===== src/rtl/car_sequencer.sv =====
// car_sequencer
//   Microsequencer that produces CAR, the control address for the CPU control
//   unit word decoder. In CAR_0 it decodes IR (or enters the interrupt entry
//   sequence). It then walks the micro-sequence for that instruction format and
//   addressing mode, and returns to CAR_0 from each sequence's final state.
//   While stall is high it holds CAR during memory wait states.
//
// Ports
//   clk      system clock, rising edge
//   rst_n    asynchronous active-low reset
//   IR       instruction register, stable while CAR == CAR_0
//   gie      SR.GIE, sampled only in CAR_0
//   irq      level interrupt request
//   stall    memory wait: CAR holds and no output pulses
//   CAR      current control address (registered)
//   int_ack  one-cycle pulse in the first cycle CAR == INT0
//   illegal  one-cycle pulse in the cycle after CAR_0 decodes an undefined IR
module car_sequencer #(
  parameter int unsigned CAR_BITS = 6
) (
  input  logic                clk,
  input  logic                rst_n,
  input  logic [15:0]         IR,
  input  logic                gie,
  input  logic                irq,
  input  logic                stall,
  output logic [CAR_BITS-1:0] CAR,
  output logic                int_ack,
  output logic                illegal
);

  typedef enum logic [CAR_BITS-1:0] {
    CAR_0, REG_REG, REG_IDX0, REG_IDX1, REG_IDX2, REG_IDX3, IND_REG0, IND_REG1,
    IND_IDX0, IND_IDX1, IND_IDX2, IND_IDX3, IND_IDX4,
    IDX_REG0, IDX_REG1, IDX_REG2,
    IDX_IDX0, IDX_IDX1, IDX_IDX2, IDX_IDX3, IDX_IDX4, IDX_IDX5,
    OP1_REG, OP1_IND0, OP1_IND1, OP1_IND2, OP1_IDX0, OP1_IDX1, OP1_IDX2, OP1_IDX3,
    PUSH_REG0, PUSH_REG1, PUSH_REG2, PUSH_IND0, PUSH_IND1, PUSH_IND2,
    PUSH_IDX0, PUSH_IDX1, PUSH_IDX2, PUSH_IDX3,
    CALL_REG0, CALL_REG1, CALL_REG2, CALL_IND0, CALL_IND1, CALL_IND2,
    CALL_IDX0, CALL_IDX1, CALL_IDX2, CALL_IDX3,
    RETI0, RETI1, INT0, INT1, INT2, INT3, INT4, JMP
  } car_t;

  typedef enum logic [1:0] {M_REG, M_IDX, M_IND} mode_t;

  car_t car, nxt;
  logic ack_nxt, ill_nxt;
  mode_t mode1, mode2;

  // Byte/word select plays no part in sequencing.
  logic unused_bw;
  assign unused_bw = IR[6];

  // R2/R3 act as constant generators and are treated as register operands,
  // except R2 with As=01, which is absolute addressing and stays indexed.
  function automatic mode_t src_mode(input logic [3:0] rs, input logic [1:0] as);
    if (rs == 4'd3 || (rs == 4'd2 && as[1]))
      return M_REG;
    case (as)
      2'b00:   return M_REG;
      2'b01:   return M_IDX;
      default: return M_IND;
    endcase
  endfunction

  function automatic logic is_final(input car_t c);
    case (c)
      REG_REG, REG_IDX3, IND_REG1, IND_IDX4, IDX_REG2, IDX_IDX5, OP1_REG,
      OP1_IND2, OP1_IDX3, PUSH_REG2, PUSH_IND2, PUSH_IDX3, CALL_REG2,
      CALL_IND2, CALL_IDX3, RETI1, INT4, JMP: return 1'b1;
      default:                                return 1'b0;
    endcase
  endfunction

  // Format I takes its source register from IR[11:8]; the single-operand
  // format II instructions take their operand register from IR[3:0].
  assign mode1 = src_mode(IR[11:8], IR[5:4]);
  assign mode2 = src_mode(IR[3:0], IR[5:4]);

  always_comb begin
    nxt     = car;
    ack_nxt = 1'b0;
    ill_nxt = 1'b0;
    if (!stall) begin
      if (car == CAR_0) begin
        if (irq && gie) begin
          nxt     = INT0;
          ack_nxt = 1'b1;
        end else if (IR[15:13] == 3'b001) begin
          nxt = JMP;
        end else if (IR[15:10] == 6'b000100) begin
          case (IR[9:7])
            3'b100:  nxt = (mode2 == M_REG) ? PUSH_REG0 : (mode2 == M_IDX) ? PUSH_IDX0 : PUSH_IND0;
            3'b101:  nxt = (mode2 == M_REG) ? CALL_REG0 : (mode2 == M_IDX) ? CALL_IDX0 : CALL_IND0;
            3'b110:  nxt = RETI0;
            3'b111:  ill_nxt = 1'b1;
            default: nxt = (mode2 == M_REG) ? OP1_REG : (mode2 == M_IDX) ? OP1_IDX0 : OP1_IND0;
          endcase
        end else if (IR[15:14] != 2'b00) begin
          case (mode1)
            M_REG:   nxt = IR[7] ? REG_IDX0 : REG_REG;
            M_IND:   nxt = IR[7] ? IND_IDX0 : IND_REG0;
            default: nxt = IR[7] ? IDX_IDX0 : IDX_REG0;
          endcase
        end else begin
          ill_nxt = 1'b1;
        end
      end else if (car > JMP || is_final(car)) begin
        nxt = CAR_0;
      end else begin
        nxt = car_t'(car + 1'b1);
      end
    end
  end

  always_ff @(posedge clk or negedge rst_n) begin
    if (!rst_n) begin
      car     <= CAR_0;
      int_ack <= 1'b0;
      illegal <= 1'b0;
    end else begin
      car     <= nxt;
      int_ack <= ack_nxt;
      illegal <= ill_nxt;
    end
  end

  assign CAR = car;

endmodule

===== config.mk =====
export PLATFORM = sky130hd
export DESIGN_NAME = car_sequencer
export DESIGN_NICKNAME = d
export VERILOG_FILES = /design/src/rtl/car_sequencer.sv
export SDC_FILE = /design/constraint.sdc
export NUM_CORES = 1
export LEC_CHECK = 0
export CAP_MARGIN = 20
export CORE_MARGIN = 2
export CORE_UTILIZATION = 46
export DETAILED_ROUTE_END_ITERATION = 16
export GPL_ROUTABILITY_DRIVEN = 0
export MAX_ROUTING_LAYER = met4
export PLACE_DENSITY = 0.89
export SLEW_MARGIN = 20
export SYNTH_ARGS = -nofsm -noshare
export SYNTH_HDL_FRONTEND = slang
export SYNTH_SLANG_ARGS = --single-unit

===== constraint.sdc =====
create_clock -name clk -period 3 [get_ports clk]
set_clock_uncertainty 0.15 [all_clocks]
set_input_delay 0.6 -clock clk [delete_from_list [all_inputs] [get_ports clk]]
set_output_delay 0.6 -clock clk [all_outputs]
set_load 0.01 [all_outputs]

# Yosys cells after proc, flatten, opt, wreduce, memory -nomap -nowiden
# Memories as Yosys holds them, arrays and structs flattened.
# Index checks and enable logic that the tools add are counted.
op_classes:
  mux: 36
  n_eq_ne: 15
  n_bitwise: 1
  magnitude_cmp: 1
  addsub: 1
  reduce_logical: 12
op_table:
  columns: ["operator", "count"]
  rows:
  - ["6-bit two-way mux", 7]
  - ["6-bit case mux with 4 select lines", 1]
  - ["4-bit by 2-bit equality test with 1-bit output, second input constant", 4]
  - ["1-bit two-way mux", 14]
  - ["3-bit equality test, second input constant", 4]
  - ["4-bit two-way mux", 3]
  - ["2-bit two-way mux", 5]
  - ["5-bit case mux with 2 select lines", 1]
  - ["3-bit two-way mux", 3]
  - ["6-bit by 1-bit adder with 6-bit output, second input constant", 1]
  - ["6-bit by 3-bit equality test with 1-bit output, second input constant", 1]
  - ["6-bit greater-than comparator, second input constant", 1]
  - ["2-bit zero test", 3]
  - ["6-bit zero test", 1]
  - ["5-bit two-way mux", 1]
  - ["5-bit by 1-bit != test with 1-bit output, second input constant", 1]
  - ["5-bit != test, second input constant", 1]
  - ["2-bit by 1-bit equality test with 1-bit output, second input constant", 2]
  - ["2-bit case mux with 2 select lines", 1]
  - ["3-bit by 1-bit equality test with 1-bit output, second input constant", 1]
  - ["1-bit logical AND", 3]
  - ["1-bit logical OR", 3]
  - ["3-bit AND reduction", 1]
  - ["2-bit equality test, second input constant", 1]
  - ["2 further kinds", 2]
word_totals:
  out_inout_bits: 8
  n_memories: 1
  input_bits: 21
  ff_bits: 8
  mem_bits_ro: 64
  word_cells: 70
memory_table:
  columns: ["name", "words", "width", "rd", "rd_clocked_by_memory_dff", "wr", "line", "rtl"]
  rows:
  - ["(name not given)", 64, 1, 1, 0, 0, "68", "case (c)"]

# Longest topological paths before layout
# Gate-level depths: netlist of run 1.
logic_depth:
  depth_word: 13
  depth_mapped: 9
  mapped_depth_nobuf: 8

# Worst setup path before layout of run 1
# OpenSTA, ideal clock, no wires.
synth_path:
  path_type: "register to register"
  startpoint: "register car[0] (netlist: CAR[0])"
  endpoint: "register car[4] (netlist: CAR[4])"
  t_required_ns: 2.728
  setup_slack_ns: 0.645
  path_buffers: 0
  period_less_slack_ns: 2.355
  path_stages_with_launch: 8
  setup_ns: 0.122
  t_arrival_ns: 2.084
  cell_sequence: "dfrtp_1 > inv_1 > ha_1 > mux4_2 > a211oi_2 > a21oi_2 > a21bo_1 > a32o_1"
synth_via:
  elab_chain_len: 6
  word_cells_on_any_way: 12
  classes_between: "1 x add/sub; 1 x order compare; 2 x eq/ne; 4 x mux; 3 x reduce/logical; 1 x memory"
synth_lines:
  columns: ["item", "line", "rtl"]
  rows:
  - ["start, declared", "47", "car_t car, nxt;"]
  - ["start signal, assigned", "123", "car <= nxt;"]
  - ["memory 64 x 1 bit", null, null]
  - ["1-bit two-way mux", "86", "if (car == CAR_0) begin"]
  - ["1-bit two-way mux", "85", "if (!stall) begin"]
  - ["1-bit logical OR", "109", "end else if (car > JMP || is_final(car)) begin"]
  - ["6-bit two-way mux", "109", null]
  - ["6-bit two-way mux", "86", null]
# Several ways; a longest one is shown, not always the timed one. The select of a mux whose other input is x is not followed.
# A chain may end at the register's enable or synchronous reset.

# Worst setup path in the final report of run 1
# Ends and elaborated chain as after synthesis.

==> metrics, run 1 <==
setup TNS 0 ps; Final ANT Viol Nets 0; Synth Flop Type dfrtp_1; Slew headroom 0.738; number of global-route vias before repair about 980; Max-Cap Viols 0; post-synthesis compound-gate area fraction 0.340; clk slew on worst S/H paths 50 ps; Root Buffer clkbuf_4; post-route cell area between 0.001 and 0.0015 sq mm; CP max FO 6; Avg WL per Cell around 14 microns; library cells used by synthesis 45; DIE WIDTH 49.0 microns; first-pass GRT wire length 4120 microns; critical path capture point type register; wire length on met2 around 1300 microns; syn nets 145; R2R Path End CAR[4]; Adder-Cell Fraction of Synth Area 0.0536; unrepaired setup endpoints after global routing false; area leader, netlist dfrtp_1; Rows 16; synthesized cell area a little over 900 sq um; worst path arrival time about 2600 ps; fraction of registers with async set/reset 1.00; Post-Synth XOR/XNOR Area 0.00938; largest net degree at the start of global routing 13; met1 wire length approximately 1000 microns; mux contribution to synthesized area 0.0469; vias per inst 6.22; flop2flop setup slack roughly 400 ps; H-tree levels 1; status completed; final WL between 2000 and 2500 microns; CTS tree done; Worst VDD drop about 0.30 mV; fmax between 0.3 and 0.4 GHz; final setup vio count 0; reg2reg start CAR[0]; crit start category register; top post-synthesis cells by area dfrtp_1, a31oi_1, ha_1; PostCTS Resize Cnt 0; reg2reg path depth 7; initial antenna violation count 0; Synth Area per Inst roughly 8 sq um; layout cells sized above 1 0.116; Synth Instances between 100 and 150; synth warn 0; worst-skew pair later-pin latency 260 ps; core area just under 0.002 sq mm; clock tree buffer depth 2; top post-synthesis cells by count nor2_1, nand2_1, a31oi_1, dfrtp_1, inv_1; n_diodes 0; Worst Tran Pin Value slightly below 400 ps; sequential-to-total area share from yosys stat 0.214; io pins 29; met3 routed WL approximately 110 microns; Final nets between 150 and 200; Simple-Gate Fraction of Synth Area 0.260; hold buffer count at cts 0; Area Overhead vs Synth 33.8%; Detailed Place HPWL approximately 2000 microns; crit path time final around 2600 ps; TritonCTS Buffers 3; largest family of logic cells by synthesized area compound AO/OA/AOI/OAI gates; via count approximately 1.1k; PortBufs 27; top-count cell post-synth nor2_1; max layer used met4; Initial Util 0.481; crit path kind register to register; Die ar. 0.00241 sq mm; fin crit share 0.867; worst hold path class input port to async pin; Req. time, crit path approximately 3000 ps; GRT overflow 0; Synth Register Bits 8; final hold violations 0; drt drc 0; Post-CTS Setup Inserts 0; post-synth top area share 0.214; Pins Over Slew Limit 0; DP Area around 0.0012 sq mm; Pleak approximately 0.00049 uW; EDFF count, synth 0; GRT Overall Usage 0.225; DRT iter0 DRCs 31; drt first pass iters 4; DIE HEIGHT slightly below 50 microns; total power per unit cell area between 700 and 800 mW/mm^2; Layout fillers 180; CTS sink cnt 8
kinds of logic (layout without fill, tap and decap cells):
kind of cell / Yosys count / after routing
AOI/OAI and AO/OA: 42 / 42
xor gates and xnor gates: 1 / 1
adders and majority gates: 4 / 4
buffers and inverters: 15 / 42
DFF: 8 / 8
muxes: 3 / 3
and+or+nand+nor: 47 / 47
metrics by stage:
step	hold WS, ps	utilization	power (uW)	worst slack [ps]	cells
after floorplan	154	-	624	645	120
after global placement	488	0.631	774	351	171
after detailed placement	505	0.631	806	346	171
after CTS	471	0.643	891	410	174
after global routing	478	0.643	968	280	174
final	457	0.643	892	398	174
registers in the layout (all words and copies together) (netlist names):
register	count
CAR	6
illegal	1
int_ack	1
final cells by class:
cell class                 count  area [sq um]  share of cell area
tap                           27          33.8              0.0271
multi-input combinational     97           663               0.531
inverter                       9          36.3              0.0291
timing repair buffer          30           293               0.234
clock buffer                   3          22.5              0.0180
sequential                     8           200               0.160
routing by layer:
metal	global-route usage	vias to the layer above
met5	-	-
met4	0.0952	0
met3	0.0368	6
li1	-	519
met2	0.413	34
met1	0.237	523
layout by cell type, fill, tap and decap left out, types with 4 or more instances in the layout:
| cell type | n |
|---|---|
| a31oi_1 | 9 |
| clkdlybuf4s50_1 | 27 |
| dfrtp_1 | 8 |
| ha_1 | 4 |
| inv_1 | 8 |
| nand2_1 | 10 |
| nand3_1 | 7 |
| nor2_1 | 12 |
| nor3_1 | 4 |
| o211ai_1 | 4 |
| o21ai_0 | 4 |
worst max-delay path: stages, from the launching register on:
cell,delay (ps)
dfrtp_1,450
inv_1,140
ha_1,370
mux4_2,480
a211oi_2,380
a21oi_2,130
a21bo_1,200
a32o_1,190
worst max-delay path by stage:
stage,start,to,slack [ps]
final,CAR[0],CAR[4],400
after global routing,CAR[0],CAR[4],280
after CTS,CAR[0],CAR[4],410
after detailed placement,IR[9],CAR[1],350
after global placement,IR[9],CAR[1],350
after floorplan,CAR[0],CAR[4],640
report_power, final:
group | total, uW | switching [uW] | internal [uW]
clock | 83.1 | 37.4 | 45.8
sequential | 234 | 88.7 | 146
combinational | 575 | 286 | 288
(Power assumes the default switching activity.)
==> run 2, diff against run 1 <==
--- a/config.mk
+++ b/config.mk
@@ -7,11 +7,12 @@
 export LEC_CHECK = 0
 export CAP_MARGIN = 20
 export CORE_MARGIN = 2
-export CORE_UTILIZATION = 46
+export CORE_UTILIZATION = 50
 export DETAILED_ROUTE_END_ITERATION = 16
+export DONT_BUFFER_PORTS = 1
 export GPL_ROUTABILITY_DRIVEN = 0
 export MAX_ROUTING_LAYER = met4
-export PLACE_DENSITY = 0.89
+export PLACE_DENSITY = 0.75
 export SLEW_MARGIN = 20
 export SYNTH_ARGS = -nofsm -noshare
 export SYNTH_HDL_FRONTEND = slang
==> metrics, run 2 (synthesis gave the netlist of run 1 again) <==
Root Buffer clkbuf_4; internal power 417 uW (-13%); fin crit share 0.853 (-0.0146); TritonCTS Buffers 3 (unchanged); unrepaired setup endpoints after global routing false; number of global-route vias before repair 852 (-13%); clk slew on worst S/H paths 50 ps (about the same); register area 200 sq um (unchanged); sequential share of power 0.277 (+0.014); Worst Tran Pin Value 938 ps (+546 ps); critical path capture point type register; largest net degree at the start of global routing 13 (unchanged); Max-Cap Viols 0 (unchanged); Rows 15 (-1); Initial Util 0.535 (+0.0541); worst-skew pair later-pin latency 250 ps (about the same); Comb pwr share 0.624 (-0.020); PostCTS Resize Cnt 0 (unchanged); commonest non-fill, non-tap cell in the layout nor2_1; Req. time, crit path 2940 ps (-60 ps); DIE HEIGHT 47.2 microns (-3.8%); Detailed Place HPWL 1820 microns (-6.8%); Pins Over Slew Limit 0 (unchanged); io pins 29 (unchanged); fmax 0.391 GHz (+1.7%); via count 980 (-9.4%); vias per inst 6.76 (+8.7%); PortBufs 0 (-100%); placed cells 141 (-18%); clock tree buffer depth 2 (unchanged); Die ar. 0.00223 sq mm (-7.4%); H-tree levels 1 (unchanged); crit start category register; max reg flops 6 (unchanged); DRT iter0 DRCs 49 (+58%); setup TNS 0 ps (unchanged); first-pass GRT wire length 3680 microns (-11%); GRT overflow 0 (unchanged); final hold violations 0 (unchanged); worst hold path class input port to register; layout cells sized above 1 0.133 (+0.0177); total power per unit cell area 827 mW/mm^2 (+16%); final WL 2250 microns (-9.2%); crit path time final 2560 ps (-43.8 ps); crit path kind register to register; multi-input logic area 663 sq um (unchanged); DIE WIDTH 47.2 microns (-3.8%); n_diodes 0 (unchanged); Layout fillers 169 (-6.1%); Slowest-stage cell, CP dfrtp_1; non-filler cells, final 145 (-17%); Final nets 147 (-16%); GRT Overall Usage 0.235 (+0.00997); initial antenna violation count 0 (unchanged); Clk pwr share 0.100 (+0.007); CP max FO 12 (+6); drt first pass iters 4 (unchanged); Final ANT Viol Nets 0 (unchanged); final setup vio count 0 (unchanged); Worst VDD drop 0.410 mV (+36%); Sw Ratio 0.485 (+0.0224); most frequent cells in the layout nor2_1, nand2_1, a31oi_1, dfrtp_1, inv_1; Crit path largest cell delay 370 ps (-110 ps); core area 0.00175 sq mm (-10%); Avg WL per Cell 15.5 microns (+9.0%); worst-path cell chain inv_1 -> ha_1 -> nor4b_1 -> and3b_1 -> a31oi_1 -> and3_1 -> o21ai_0 -> o211ai_1; Area Overhead vs Synth 4.83%; drt drc 0 (unchanged); Slew headroom 0.372 (-0.366); CTS tree done; Pleak 0.000387 uW (-21%); worst path arrival time 2500 ps (-100 ps); switching power 392 uW (-4.9%); CTS sink cnt 8 (unchanged); status completed
-- run 2: changes by cell type in the layout (fill, tap and decap cells not counted) --
cell             before  now
dlygate4sd3_1         0    1
buf_4                 3    2
clkdlybuf4s50_1      27    0
-- run 2: through the flow --
stage | total power [uW] | hold WS [ps] | setup WS [ps] | util | area (sq um)
5_1_grt | 873 | 243 | 252 | 0.561 | 978
3_3_place_gp | 699 | 155 | 540 | 0.542 | 946
4_1_cts | 807 | 255 | 477 | 0.561 | 978
3_5_place_dp | 720 | 155 | 477 | 0.542 | 946
2_1_floorplan | 624 | 154 | 645 | - | 933
6_report | 809 | 262 | 442 | 0.561 | 978
-- run 2: path summary, 6_finish.rpt --
path | startpoint | to | slack (ps) | cells past startpoint
setup reg to reg | CAR[0] | CAR[3] | 440 | 8
setup / recovery | CAR[0] | CAR[3] | 440 | 8
min in group asynchronous | rst_n | CAR[1] | 550 | 1
hold reg to reg | CAR[0] | CAR[0] | 540 | 3
hold / removal | stall | illegal | 260 | 1
max in group asynchronous | rst_n | CAR[3] | 1890 | 1
-- run 2: layer usage --
metal | global-route usage | up-vias | routed length (microns)
met4 | 0.0667 | 0 | 51
met3 | 0.0654 | 8 | 185
li1 | - | 462 | -
met1 | 0.304 | 457 | 932
met2 | 0.356 | 53 | 1080
met5 | - | - | 0
-- run 2: cell type report --
class                      count  area share
tap                           25      0.0320
multi-input combinational     97       0.678
sequential                     8       0.205
clock buffer                   3      0.0230
timing repair buffer           3      0.0256
inverter                       9      0.0371
-- run 2: timing repair --
action / CTS / global route
hold endpoints to repair: 8 / 0
hold buffers: 1 / 0
setup buffers: 0 / 0
-- run 2: critical path, delay by kind of cell, from the launching register on --
family | cells | cell delay [ps]
buf+inv | 1 | 150
fa+ha+maj | 1 | 190
flops | 1 | 370
simple gates | 3 | 950
compound gates | 3 | 580
-- run 2: power groups by stage --
stage          clock, uW  sequential, uW  combinational, uW
6_report            80.5             224                505
2_1_floorplan          0             200                425
4_1_cts             84.9             223                498
3_3_place_gp           0             225                474
5_1_grt             90.9             233                549
3_5_place_dp           0             226                495
